[src/rtl/simon32_64_core.sv]
// rtl/simon32_64_core.sv - iterative SIMON 32/64 encryption core, one round per clock
// Optional debug ports dbg_round/dbg_rkey are enabled by defining SIMON_DEBUG_EN.
module simon32_64_core #(
  parameter int ROUNDS = 32
) (
  input  logic        clk,
  input  logic        reset,
  input  logic        load,
  input  logic [31:0] plaintxt_in,
  input  logic [63:0] key_in,
  output logic        ready,
  output logic [31:0] cipher_out,
  output logic        valid
`ifdef SIMON_DEBUG_EN
  ,
  output logic [4:0]  dbg_round,
  output logic [15:0] dbg_rkey
`endif
);

  // z0 written with index 0 as the leftmost (MSB) bit
  localparam logic [61:0] Z0 = 62'b11111010001001010110000111001101111101000100101011000011100110;
  localparam logic [4:0]  LAST_ROUND = 5'(ROUNDS - 1);

  typedef enum logic {IDLE, RUN} state_t;

  state_t      state;
  logic [15:0] x, y;
  logic [15:0] k0, k1, k2, k3;
  logic [4:0]  round;

  logic [15:0] f_x, x_next, y_next, t1, t2, k_new;
  logic [5:0]  z_idx;
  logic        z_bit;

  always_comb begin
    f_x    = ({x[14:0], x[15]} & {x[7:0], x[15:8]}) ^ {x[13:0], x[15:14]};
    x_next = y ^ f_x ^ k0;
    y_next = x;
    t1     = {k3[2:0], k3[15:3]} ^ k1;
    t2     = t1 ^ {t1[0], t1[15:1]};
    z_idx  = 6'd61 - {1'b0, round};
    z_bit  = Z0[z_idx];
    k_new  = ~k0 ^ t2 ^ {15'd0, z_bit} ^ 16'h0003;
  end

  assign ready = (state == IDLE);

  always_ff @(posedge clk or negedge reset) begin
    if (!reset) begin
      state      <= IDLE;
      x          <= '0;
      y          <= '0;
      k0         <= '0;
      k1         <= '0;
      k2         <= '0;
      k3         <= '0;
      round      <= '0;
      cipher_out <= '0;
      valid      <= 1'b0;
    end else begin
      valid <= 1'b0;
      case (state)
        IDLE: begin
          if (load) begin
            x     <= plaintxt_in[31:16];
            y     <= plaintxt_in[15:0];
            k0    <= key_in[15:0];
            k1    <= key_in[31:16];
            k2    <= key_in[47:32];
            k3    <= key_in[63:48];
            round <= '0;
            state <= RUN;
          end
        end
        RUN: begin
          x     <= x_next;
          y     <= y_next;
          k0    <= k1;
          k1    <= k2;
          k2    <= k3;
          k3    <= k_new;
          round <= round + 5'd1;
          // Ciphertext comes straight from this edge's round result
          if (round == LAST_ROUND) begin
            cipher_out <= {x_next, y_next};
            valid      <= 1'b1;
            state      <= IDLE;
          end
        end
        default: state <= IDLE;
      endcase
    end
  end

`ifdef SIMON_DEBUG_EN
  assign dbg_round = round;
  assign dbg_rkey  = k0;
`endif

endmodule
[config.mk]
export PLATFORM = sky130hd
export DESIGN_NAME = simon32_64_core
export DESIGN_NICKNAME = d
export VERILOG_FILES = /design/src/rtl/simon32_64_core.sv
export SDC_FILE = /design/constraint.sdc
export NUM_CORES = 1
export LEC_CHECK = 0
export ABC_AREA = 1
export BUFFER_PORTS_ARGS = -buffer_cell sky130_fd_sc_hd__buf_4
export CAP_MARGIN = 20
export CORE_MARGIN = 4
export CORE_UTILIZATION = 50
export CTS_CLUSTER_DIAMETER = 80
export DETAILED_ROUTE_END_ITERATION = 10
export PLACE_DENSITY = 0.77
export SLEW_MARGIN = 20
export SYNTH_ARGS = -nofsm -noshare
export SYNTH_HDL_FRONTEND = slang
export SYNTH_SLANG_ARGS = --single-unit
[constraint.sdc]
create_clock -name clk -period 2.15 [get_ports clk]
set_input_delay 0.3225 -clock clk [delete_from_list [all_inputs] [get_ports clk]]
set_output_delay 0.3225 -clock clk [all_outputs]
set_load 0.02 [all_outputs]
# ---- After elaboration in Yosys (flattened, before gate mapping)
# Memory sizes are Yosys's and may differ from the RTL's.
# Cells that the tools add are included.
dict set report totals {
  ff_bits 135
  romBits 64
  input_bits 99
  out_inout_bits 34
  word_cells 48
  n_memories 1
}
# name words word_bits read_ports rd_clocked_by_memory_dff write_ports line
set mem_list {}
lappend mem_list {{(name not given)} 64 1 1 0 0 43} ;# z_bit = Z0[z_idx];
dict set report classes {
  add_sub_neg 2
  magnitude_cmp 1
  eq_ne 2
  n_mux 20
  bitwise 11
  n_reduce_logical 1
}
# cell n
set op_table {}
lappend op_table {{$pmux W16 S2} 6}
lappend op_table {{$mux W16} 6}
lappend op_table {{$xor A16 B16 Y16} 6}
lappend op_table {{$and A16 B16 Y16} 1}
lappend op_table {{$not A16 Y16} 1}
lappend op_table {{$xor A16 B1 Y16} 1}
lappend op_table {{$pmux W5 S2} 1}
lappend op_table {{$lt A6 B7 Y1 const B} 1}
lappend op_table {{$sub A6 B5 Y6 const A} 1}
lappend op_table {{$add A5 B1 Y5 const B} 1}
lappend op_table {{$eq A5 B5 Y1 const B} 1}
lappend op_table {{$mux W1} 5}
lappend op_table {{$mux W5} 1}
lappend op_table {{$ne A2 B2 Y1 const B} 1}
lappend op_table {{$not A2 Y2} 1}
lappend op_table {{$pmux W1 S2} 1}
lappend op_table {{$reduce_and A2 Y1} 1}
lappend op_table {{$not A1 Y1} 1}

# ---- Longest topological paths before layout
# Gate-level depths: netlist (run 1).
dict set report depth {
  word_depth 6
  depth_mapped 14
  ltp_nobuf 14
}

# ---- Worst setup path after synthesis (run 1)
# OpenSTA, ideal clock, no wires.
dict set report synth_path {
  path_type {reg2reg}
  from {register round[1]}
  to {register cipher_out[23]}
  setup_time_ps 117
  arrival_ps 1497
  required_time_ps 2033
  setup_slack_ps 536
  stages_incl_launch_ff 10
  path_buffers 1
  period_less_slack_ps 1614
  cell_sequence {dfrtp_1 -> ha_1 -> nand2_1 -> nor2_1 -> ha_1 -> nand2_1 -> clkinv_1 -> buf_2 -> nand2_1 -> nand2_1}
}
dict set report synth_between {
  elab_chain_len 2
}
# item line
set synth_lines {}
lappend synth_lines {{start, declared} 30} ;# logic [4:0] round;
lappend synth_lines {{start signal, assigned} 83} ;# round <= round + 5'd1;
lappend synth_lines {{$eq A5 B5 Y1} 85} ;# if (round == LAST_ROUND) begin
lappend synth_lines {{$reduce_and A2 Y1 (no source line)} -}
lappend synth_lines {{end signal, assigned} 86} ;# cipher_out <= {x_next, y_next};
lappend synth_lines {{end, declared} 12} ;# output logic [31:0] cipher_out,
# Every way passes these cells.
# A chain may end at the register's enable or synchronous reset.

# ---- Worst setup path in the final report (run 1)
dict set report layout_path {
  from {register round[1]}
  to {register cipher_out[4]}
}
# Same word-level chain as after synthesis.

==> flow_summary.ini, run 1 <==
[status]
status = finished, final reports clean

[die]
die_h_um = 125
dieArea_um2 = 15600
rows = 42
ios = 133
start_util_pct = 51.3
die_w_um = 125
fp.coreArea_um2 = 13300

[sta]
worst_pin_slew_ns = 0.540
rsz0062_at_grt = no
timing.final.max_slew_violations = 0
finalSetupTns_ns = 0
slew_headroom_pct = 64.0
min_period_ns = 1.73
setup_viol = 0
max_freq_ghz = 0.580
skew_ns = 0.00729
timing.hold.ws_ns = 0.100
hold_viol = 0
post-route-period-util_pct = 80.3

[flow_run]
drv_cap = 0

[drt]
drc = 0
wl_per_cell_um = 15.9
dr_total_vias = 5756
wl_um = 17600
drt-pass1-iter-count = 5
drtIter0Drc = 539
ant_nets = 0
vias_per_cell = 5.19

[pwr]
p_sw_uw = 6660
p_per_area_nw_per_um2 = 1860
combPwrFrac_pct = 47.9
p_leak_uw = 0.00431
peakVddDrop_uv = 829
finalPower_uw = 16100
internal_power_uw = 9430
pwr-share-seq_pct = 32.8
p_clk_share_pct = 19.2
p_sw_share_pct = 41.4

[global_routing]
met1_usage_pct = 31.2
grt_max_degree = 99
grt_util_met3_pct = 5.29
grt-ovfl-total = 0
grt_pass1_vias = 5825
met2_usage_pct = 36.5
grt_pass1_wl_um = 28900
top_usage_layer = met2
antenna_found_initial = 0
grt_usage_pct = 23.0

[layout]
fin_cells = 1110
finalInstanceArea_um2 = 8650
regArea_um2 = 3380
multiInputGateArea_um2 = 3100
mostFrequentLayoutCells = nand2_1 (343), buf_4 (138), dfrtp_1 (134), a22oi_1 (56), xor2_1 (55)
final_common_cell = nand2_1
nFillCells = 1161
n_antenna_cell = 0
nets = 1029
syn_to_final_growth_pct = 26.2
drive_gt1_share_pct = 19.0

[worst_setup_path]
path_common_cell = nand2_1
rr_startpoint = round[1]
crit_start = round[1]
crit_slowest_cell = dfrtp_1
crit_fanout = 34
cp.arrival_ns = 2.01
slowest_delay_ns = 0.47
crit_chain = ha_1 > nand2_1 > nor2_1 > ha_1 > nand2_1 > buf_4 > nand2_1 > o21ai_0
critPathRequiredTime_ns = 2.44
critPathKind = reg -> reg
startpoint_type = flop
end_kind = flop

[placed_design]
place_area_um2 = 8020
port-buffer-count = 132
dpl.hpwl_um = 12800
gp_congestion = 0.916
dp_cells = 1077

[yosys]
synthAdderAreaFrac_pct = 1.64
syn_nets = 902
synth_xor_area_share_pct = 11.6
synth_top_area_share_pct = 49.3
synth_compound_area_share_pct = 10.5
synth_top_cell_by_area = dfrtp_1
synth_area_per_cell_um2 = 8.63
muxShareOfSynthArea_pct = 0.146
synth_seq_cells = 135
ys_types = 29
synth_area_leaders = dfrtp_1 (49%), nand2_1 (19%), xor2_1 (7.0%)
syn_inst = 794
yosys_warnings = 0
ys_seq_area_share_pct = 49.3
synth_top_family_by_area = simple AND/OR/NAND/NOR gates
syn_area_um2 = 6850
yosys.area_share.simple_pct = 21.3

[clock_tree]
numCtsBuffers = 17
cts_tree = built
clkTransAtPathRegs_ns = 0.06
clockBufferDepth = 2
cts_setup_buffers = 0
cts.sinks = 135
ctsResizeCount = 0
insertion_delay_ns = 0.42
cts_htree_levels = 4
cts-root-buf = clkbuf_16

[worst_hold_path]
hold_path.class = in -> reg
hold_start = key_in[37]
[layout make-up]
type                       instances  area share [%]
clock buffer                      23            5.18
clock inverter                     9            2.01
inverter                          42            1.85
multi-input combinational        580            35.9
sequential                       135            39.1
tap                              176            2.55
timing repair buffer             145            13.5
[path summary, 6_finish.rpt]
kind	to	slack [ns]	cells after the start
worst max-delay path	cipher_out[4]	0.42	8
min in group asynchronous	cipher_out[0]	0.43	2
worst max register to register	cipher_out[4]	0.42	8
worst min register to register	cipher_out[23]	0.48	2
max in group asynchronous	k3[3]	1.02	3
worst min-delay path	k2[5]	0.10	3
[cell families after synthesis]
| kind of cell | count (synthesis) |
|---|---|
| DFF | 135 |
| muxes | 1 |
| adders and majority gates | 9 |
| buffers and inverters | 79 |
| and+or+nand+nor | 376 |
| AOI/OAI and AO/OA | 103 |
| xor gates and xnor gates | 91 |
[cells in the mapped netlist]
| library cell | instances |
|---|---|
| a21oi_1 | 2 |
| a22o_1 | 1 |
| a22oi_1 | 56 |
| a31oi_1 | 1 |
| buf_1 | 2 |
| buf_2 | 13 |
| buf_4 | 4 |
| buf_6 | 6 |
| clkbuf_1 | 12 |
| clkinv_1 | 1 |
| dfrtp_1 | 135 |
| ha_1 | 9 |
| inv_1 | 37 |
| inv_2 | 3 |
| inv_4 | 1 |
| mux2i_1 | 1 |
| nand2_1 | 343 |
| nand2_2 | 1 |
| nand3_1 | 26 |
| nand3b_1 | 1 |
| nand4_1 | 1 |
| nor2_1 | 3 |
| nor2_4 | 1 |
| o211ai_1 | 21 |
| o21ai_0 | 19 |
| o21ai_1 | 1 |
| o221ai_1 | 2 |
| xnor2_1 | 36 |
| xor2_1 | 55 |
[worst max-delay path: cells and delay by family, from the launching register on]
family,cells,cell delay [ns]
compound gates,1,0.09
fa+ha+maj,2,0.40
buf+inv,1,0.27
flops,1,0.47
simple gates,4,0.34
[flip-flops by register name, indices dropped and copies added (netlist names), 5 cells and up]
signal and count:
x 16, cipher_out 32, k0 16, y 16, k1 16, k3 16
k2 16, round 5
[routing by layer]
layer	up-vias	share of wire [%]
met5	-	0
met4	0	2.4
met3	32	7.1
met2	223	46
met1	2679	44
li1	2822	-
[what timing repair did]
item | 4_1_cts | 5_1_grt
endpoints found under the setup margin | 0 | 0
hold buffers | 1 | 0
endpoints found under the hold margin | 37 | 0
[stage by stage]
step                      utilization (%)  worst slack (ns)
after CTS                            64.8             0.445
after global routing                 64.8             0.204
after floorplan                         -             0.536
after detailed placement             60.1             0.438
final                                64.8             0.425
after global placement               60.1             0.483
[power groups by stage]
stage          logic, uW  registers (uW)  clock network [uW]
6_report            7710            5280                3090
4_1_cts             7790            5260                3130
2_1_floorplan       5620            5200                   0
3_3_place_gp        7430            5240                   0
5_1_grt             8780            5440                3230
3_5_place_dp        7710            5280                   0
(Power assumes the default switching activity.)
==> inputs of run 2 (changes only) <==
ABC_AREA = 0   (was 1)
clock period = 1.75 ns   (was 2.15 ns; I/O delays follow)
==> run 2 against run 1 <==
Effect of this change:
- the flow now finishes with violations (setup timing)
- non-clock buffer count rose by 18
- total power up 23%
- synthesized area increased by 1.4%
- sequential share of layout area shrank 0.92 points
- critical path depth is 2 lower
- clock power about the same
- global-route usage fell by 0.73 points
- die area grew 1.3%
- flip-flop and latch count did not move
- register-to-register slack worse by 0.60 ns
==> flow_summary.ini, run 2 <==
[die]
fp.coreArea_um2 = 13400
ios = 133
start_util_pct = 51.8
die_h_um = 126
rows = 42
dieArea_um2 = 15800
die_w_um = 126

[worst_setup_path]
crit_start = round[1]
path_delay_family = multiplexers
crit_chain = ha_4 > xor2_4 > mux4_2 > mux2i_2 > nand4_1 > and3_1
r2r_end = k3[0]
cp-endpoint = k3[0]
critPathKind = reg -> reg
cp.arrival_ns = 2.23
cp.depth = 6
r2r_slack_ns = -0.17
path_buf_inv = 0
crit_slowest_cell = mux4_2
crit_fanout = 6
slowest_delay_ns = 0.53
startpoint_type = flop
end_kind = flop
rr_startpoint = round[1]
r2r_cells = 6
critPathRequiredTime_ns = 2.05

[yosys]
synth_compound_area_share_pct = 12.0
synth_area_per_cell_um2 = 10.3
synth_top_cell_by_area = dfrtp_1
synth_seq_cells = 135
yosys.area_share.simple_pct = 9.09
yosys_warnings = 0
netlist_top_cells_count = dfrtp_1 (135), nand2_1 (107), o21ai_0 (86)
synth_xor_area_share_pct = 12.7
synth_area_leaders = dfrtp_1 (49%), xnor2_1 (10%), mux2i_1 (9.9%)
synth-async-reset-ratio_pct = 100
synth_top_family_by_area = multiplexers
synth_most_common_cell = dfrtp_1
synth_edf_count = 0
syn_inst = 673
synth_top_area_share_pct = 48.6
synth_ff_type = dfrtp_1
synthAdderAreaFrac_pct = 1.44
ys_seq_area_share_pct = 48.6
ys_types = 28
syn_nets = 780
muxShareOfSynthArea_pct = 13.2
syn_area_um2 = 6950

[sta]
timing.hold.ws_ns = 0.125
max_freq_ghz = 0.520
post-route-period-util_pct = 110
slew_headroom_pct = 68.2
hold_viol = 0
worst_pin_slew_ns = 0.477
setup_slack_ns = -0.173
setup_viol = 30
min_period_ns = 1.92
timing.final.max_slew_violations = 0
rsz0062_at_grt = yes
skew_ns = 0.00541

[global_routing]
grt_pass1_vias = 5460
antenna_found_initial = 0
grt_max_degree = 67
grt-ovfl-total = 0
grt_pass1_wl_um = 28100
grt_usage_pct = 22.3

[drt]
ant_nets = 0
drc = 0
drt-pass1-iter-count = 5
dr_total_vias = 5384
wl_per_cell_um = 17.6
wl_um = 17600
drtIter0Drc = 407
vias_per_cell = 5.39

[pwr]
p_sw_share_pct = 39.6
peakVddDrop_uv = 895
combPwrFrac_pct = 50.4
p_clk_share_pct = 15.7
p_sw_uw = 7830
p_leak_uw = 0.00416
internal_power_uw = 12000
p_per_area_nw_per_um2 = 2230
pwr-share-seq_pct = 34.0

[clock_tree]
cts_tree = built
cts_htree_levels = 4
numCtsBuffers = 17
clockBufferDepth = 2
clkTransAtPathRegs_ns = 0.05
insertion_delay_ns = 0.41
cts-root-buf = clkbuf_16
cts.sinks = 135

[worst_hold_path]
hold_start = key_in[58]
hold_path.class = in -> reg

[layout]
n_antenna_cell = 0
fin_util_pct = 66.2
syn_to_final_growth_pct = 27.7
drive_gt1_share_pct = 26.2
nets = 920
largest_reg_flops = 32
mostFrequentLayoutCells = buf_4 (150), dfrtp_1 (131), nand2_1 (107), o21ai_0 (86), xnor2_1 (79)
top_register = cipher_out
final_common_cell = buf_4

[placed_design]
port-buffer-count = 132
dpl.hpwl_um = 12800
gp_congestion = 0.880

[flow_run]
drv_cap = 0

[status]
status = complete, but fails checks
violations = setup timing
run 2: cell count changes in the layout (fill, tap and decap cells not counted), moves of 31 or more:
cell,before,now
o21ai_0,19,86
nand2_1,343,107
a211oi_1,0,31
a22oi_1,56,0
inv_1,37,3
xor2_1,55,20
mux2i_1,1,68
xnor2_1,36,79
run 2: timing repair:
item | 4_1_cts | 5_1_grt
gates resized for setup | 2 | 4
setup endpoints to repair | 19 | 30
pin swaps | 1 | 1
buffers inserted | 2 | 3
endpoints found under the hold margin | 43 | 0
hold buffers | 1 | 0
run 2: power by group through the flow:
stage | Clock [uW] | Combinational, uW | Sequential (uW)
floorplan | 0 | 7020 | 6540
global placement | 0 | 9370 | 6640
detailed placement | 0 | 9760 | 6740
CTS | 3150 | 9930 | 6720
global route | 3290 | 11000 | 6950
finish | 3100 | 9970 | 6730
run 2: per-stage QoR:
step                setup WS [ns]  area, um^2  total power (uW)  TNS (ns)  std cells
detailed placement         -0.240        8290             16500     -1.20        964
global route               -0.262        8870             21300     -5.46        999
CTS                        -0.202        8830             19800     -1.25        996
finish                     -0.173        8870             19800     -3.04        999
floorplan                 -0.0720        6980             13600   -0.0884        673
global placement           -0.122        8290             16000    -0.212        964
run 2: cells by family after synthesis:
| logic type | after synthesis |
|---|---|
| AOI/OAI and AO/OA | 149 |
| and+or+nand+nor | 145 |
| DFF | 135 |
| xor gates and xnor gates | 100 |
| muxes | 88 |
| buffers and inverters | 48 |
| adders and majority gates | 8 |
run 2: cell type report:
| class | instances | area [um^2] |
|---|---|---|
| multi-input cells | 490 | 3400 |
| fillers | 1027 | 4530 |
| repair buffers | 163 | 1340 |
| clock buffers | 24 | 482 |
| clock inverters | 5 | 25.0 |
| well taps | 176 | 220 |
| inverters | 6 | 22.5 |
| flip-flops and latches | 135 | 3390 |
run 2: per-layer routing:
layer,global-route usage (%),part of all wire [%],routed length (um)
met1,30.3,44,7690
met2,35.6,49,8530
met3,5.50,6.5,1140
met4,6.50,1.3,221
met5,0,0,0
run 2: worst min-delay path by stage:
stage,end,cells after the start
after CTS,k3[10],3
after global placement,cipher_out[30],1
after global routing,x[12],3
after floorplan,cipher_out[0],0
final,k3[10],3
after detailed placement,cipher_out[30],1
run 2: worst reg2reg max path, stage by stage, from the launching register on:
cell and delay [ns]:
dfrtp_2 0.46, ha_4 0.20, xor2_4 0.16, mux4_2 0.53, mux2i_2 0.20, nand4_1 0.11
and3_1 0.16
